**config.mk**
```make
export PLATFORM = sky130hd
export DESIGN_NAME = bit32adder
export DESIGN_NICKNAME = d
export VERILOG_FILES = /design/src/rtl/bit32adder.sv
export SDC_FILE = /design/constraint.sdc
export NUM_CORES = 1
export LEC_CHECK = 0
export BUFFER_PORTS_ARGS = -buffer_cell sky130_fd_sc_hd__clkbuf_2
export CAP_MARGIN = 25
export CORE_MARGIN = 2
export CORE_UTILIZATION = 30
export CTS_BUF_LIST = sky130_fd_sc_hd__clkbuf_4 sky130_fd_sc_hd__clkbuf_8 sky130_fd_sc_hd__clkbuf_16
export CTS_CLUSTER_DIAMETER = 200
export CTS_CLUSTER_SIZE = 25
export DETAILED_ROUTE_END_ITERATION = 7
export PLACE_DENSITY = 0.52
export SETUP_SLACK_MARGIN = 0.15
export SLEW_MARGIN = 0
export SYNTH_ARGS = -nofsm -noshare
export SYNTH_HDL_FRONTEND = slang
export SYNTH_SLANG_ARGS = --single-unit
```
**constraint.sdc**
```tcl
create_clock -name clk -period 1.2 [get_ports clk]
set_input_delay 0.12 -clock clk [delete_from_list [all_inputs] [get_ports clk]]
set_output_delay 0.12 -clock clk [all_outputs]
set_load 0.005 [all_outputs]
```
**src/rtl/bit32adder.sv**
```systemverilog
// Registered 32-bit ripple-carry adder built from explicit 1-bit full-adder stages.
// Define BIT32ADDER_OVF_EN to add the registered signed-overflow output 'ovf'.

module bit32adder_fa (
  input  logic a,
  input  logic b,
  input  logic ci,
  output logic s,
  output logic co
);

  assign s  = a ^ b ^ ci;
  assign co = (a & b) | (ci & (a ^ b));

endmodule

module bit32adder #(
  parameter int WIDTH   = 32,
  parameter int CIN_LSB = 0
) (
  input  logic             clk,
  input  logic             rst_n,
  input  logic             in_valid,
  input  logic [WIDTH-1:0] a,
  input  logic [WIDTH-1:0] b,
  output logic             out_valid,
  output logic [WIDTH:0]   f,
  output logic [WIDTH:0]   cin
`ifdef BIT32ADDER_OVF_EN
  ,
  output logic             ovf
`endif
);

  if (WIDTH != 32) begin : g_bad_width
    $error("bit32adder: only WIDTH=32 is supported");
  end
  if (CIN_LSB != 0 && CIN_LSB != 1) begin : g_bad_cin
    $error("bit32adder: CIN_LSB must be 0 or 1");
  end

  logic [WIDTH:0]   carry;
  logic [WIDTH-1:0] sum;

  assign carry[0] = (CIN_LSB != 0);

  for (genvar i = 0; i < WIDTH; i++) begin : g_stage
    bit32adder_fa u_fa (
      .a  (a[i]),
      .b  (b[i]),
      .ci (carry[i]),
      .s  (sum[i]),
      .co (carry[i+1])
    );
  end

  // Results only update on a valid capture; out_valid tracks in_valid with one cycle of latency.
  always_ff @(posedge clk or negedge rst_n) begin
    if (!rst_n) begin
      out_valid <= 1'b0;
      f         <= '0;
      cin       <= '0;
    end else begin
      out_valid <= in_valid;
      if (in_valid) begin
        f   <= {carry[WIDTH], sum};
        cin <= carry;
      end
    end
  end

`ifdef BIT32ADDER_OVF_EN
  always_ff @(posedge clk or negedge rst_n) begin
    if (!rst_n) begin
      ovf <= 1'b0;
    end else if (in_valid) begin
      ovf <= carry[WIDTH] ^ carry[WIDTH-1];
    end
  end
`endif

endmodule

```
==> flow_summary.toml <==
[setup_path]
cp-end-kind = "register"
worstPathMaxFanout = 2
critical_path.endpoint = "f[31]"
max_stage_delay_ns = 0.41
start_kind = "primary input"
critical-path-slowest-cell = "fa_2"
r2r_cells = 1
r2r_start = "cin[2]"
cp.required_ns = 1.42
crit_type = "in -> reg"
ff2ff_setup_slack_ns = 0.42
r2r-end = "cin[2]"
worstSetupStartpoint = "a[0]"
critical_path_arrival_ns = 12.01
critical_path.most_common_cell = "fa_2"

[synth]
synthXorXnorAreaFrac_pct = 0
mappedNetlistNets = 270
ys_seq_area_share_pct = 48.5
yosys.area_share.simple_pct = 0
yosysWarnings = 0
synth_compound_area_share_pct = 0
synth-seq-cells = 65
synth.area.mux_share_pct = 28.2
synth.distinct_cells = 9
synth_top_family_by_area = "multiplexers"
avgSynthCellArea_um2 = 19.6
syn-cell-area_um2 = 3360
synth_adder_area_share_pct = 18.9
syn_inst = 171

[route]
wl_per_cell_um = 14.4
vias_per_cell = 4.06
routed-via-count = 1912
drtIter0Drc = 44
drc = 0
ant_nets = 0
drtPass1Iterations = 4
totalWireLength_mm = 6.80

[sta]
finalHoldViolCount = 0
worst_slack_ns = -10.58
min_period_over_period_pct = 982
finClkSkew_ns = 0
rsz0062_at_grt = "true"
fmax_ghz = 0.0849
setup_viol = 58
fin_crit_ns = 11.78
drv_slew = 0
whs_ns = 0.118

[clock_network]
cts_tree = "built"
clk_path_buf_depth = 2
clk_pin_slew_ns = 0.07
clk_latency_ns = 0.33
cts_buffers = 9
root_buffer = "clkbuf_8"
htreeDepth = 3
cts.sinks = 65

[global_route]
overflow = 0
grt_max_degree = 66
antenna_found_initial = 0
grt_pass1_wl_mm = 10.5
grt_pass1_vias = 2071
track_usage_pct = 11.9

[finish]
mostFrequentLayoutCell = "clkbuf_2"
synthToLayoutAreaGrowth_pct = 35.8
antenna_cells = 0
final_nets = 427
fin_area_um2 = 4560
drive_above_1_share_pct = 79.8
mostFrequentLayoutCells = "clkbuf_2 (128), dfrtp_1 (65), mux2_4 (61), fa_2 (31), buf_4 (19)"

[floorplan]
start_util_pct = 30.8
die_area_um2 = 12000
ios = 134
core_um2 = 10900
die_h_um = 110
die_w_um = 110
rows = 38

[place]
placed_area_um2 = 4240
place_congestion = 0.796
port_buffers = 132
dpl.hpwl_mm = 5.08

[run]
maxCapViolCount = 0

[power_and_ir_drop]
p_per_area_nw_per_um2 = 1430
leakage_nw = 2.26
vdd_drop_max_uv = 635

[status]
outcome = "complete, but fails checks"
violations = "setup timing"

[hold_path]
hp-class = "in -> reg"
==> routing by layer <==
metal  GRT usage [%]  part of all wire [%]  wire length [um]  up-vias
met3            3.20                   5.4               365       11
met2            17.5                    48              3270       63
met4            7.50                   2.5               170        0
li1                -                     -                 -      886
met5               0                     0                 0        -
met1            15.6                    44              3000      952
==> state kept, by name (all words and copies together) (netlist names) <==
signal	cells
cin	31
f	33
out_valid	1
==> Yosys cell counts (all sizes together) <==
| library cell | number | share of area (%) |
|---|---|---|
| fa | 31 | 18 |
| ha | 1 | 0.37 |
| buf | 9 | 4.4 |
| mux2 | 64 | 28 |
| dfrtp | 65 | 48 |
| conb | 1 | 0.11 |
==> what timing repair did <==
item	4_1_cts	5_1_grt
hold buffers	1	0
hold endpoints to repair	65	0
buffers inserted	2	12
endpoints found under the setup margin	60	60
gates resized for setup	2	3
==> per-stage QoR <==
stage	setup slack (ns)	total power, mW	cells	TNS (ns)	utilization [%]
floorplan	-10.39	3.87	171	-315.69	-
global placement	-10.89	4.68	442	-336.43	38.9
global route	-10.83	6.99	471	-325.43	41.9
detailed placement	-10.99	4.70	442	-339.46	38.9
CTS	-10.61	6.61	459	-317.53	40.9
finish	-10.58	6.52	471	-318.42	41.9
==> cells by family (layout without fill, tap and decap cells) <==
kind of cell,after synthesis,in the layout
other,1,1
adders and majority gates,32,32
buffers and inverters,9,169
muxes,64,64
DFF,65,65
==> worst min path at each step <==
stage | cells past startpoint | from | end
floorplan | 0 | rst_n | cin[10]
global placement | 2 | rst_n | cin[10]
CTS | 3 | b[0] | f[0]
finish | 3 | b[0] | f[0]
detailed placement | 2 | rst_n | cin[10]
global route | 3 | b[0] | f[0]
==> report_power, final <==
group | switching [mW] | internal (mW) | leakage (nW)
Clock | 0.806 | 1.01 | 0.0947
Combinational | 0.663 | 1.17 | 1.40
Sequential | 0.249 | 2.62 | 0.762
==> critical path: cells and delay by family <==
| kind | cells | cell delay (ns) |
|---|---|---|
| adder cells (fa/ha/maj) | 32 | 11.49 |
| multiplexers | 1 | 0.26 |
| buffers and inverters | 1 | 0.10 |
==> layout make-up <==
cell class	instances	area, um2
Clock buffer	11	145
Tap cell	140	175
Sequential cell	65	1630
Timing Repair Buffer	155	892
Fill cell	1027	6330
Multi-Input combinational cell	97	1680
Clock inverter	3	42.5
(Power assumes the default switching activity.)
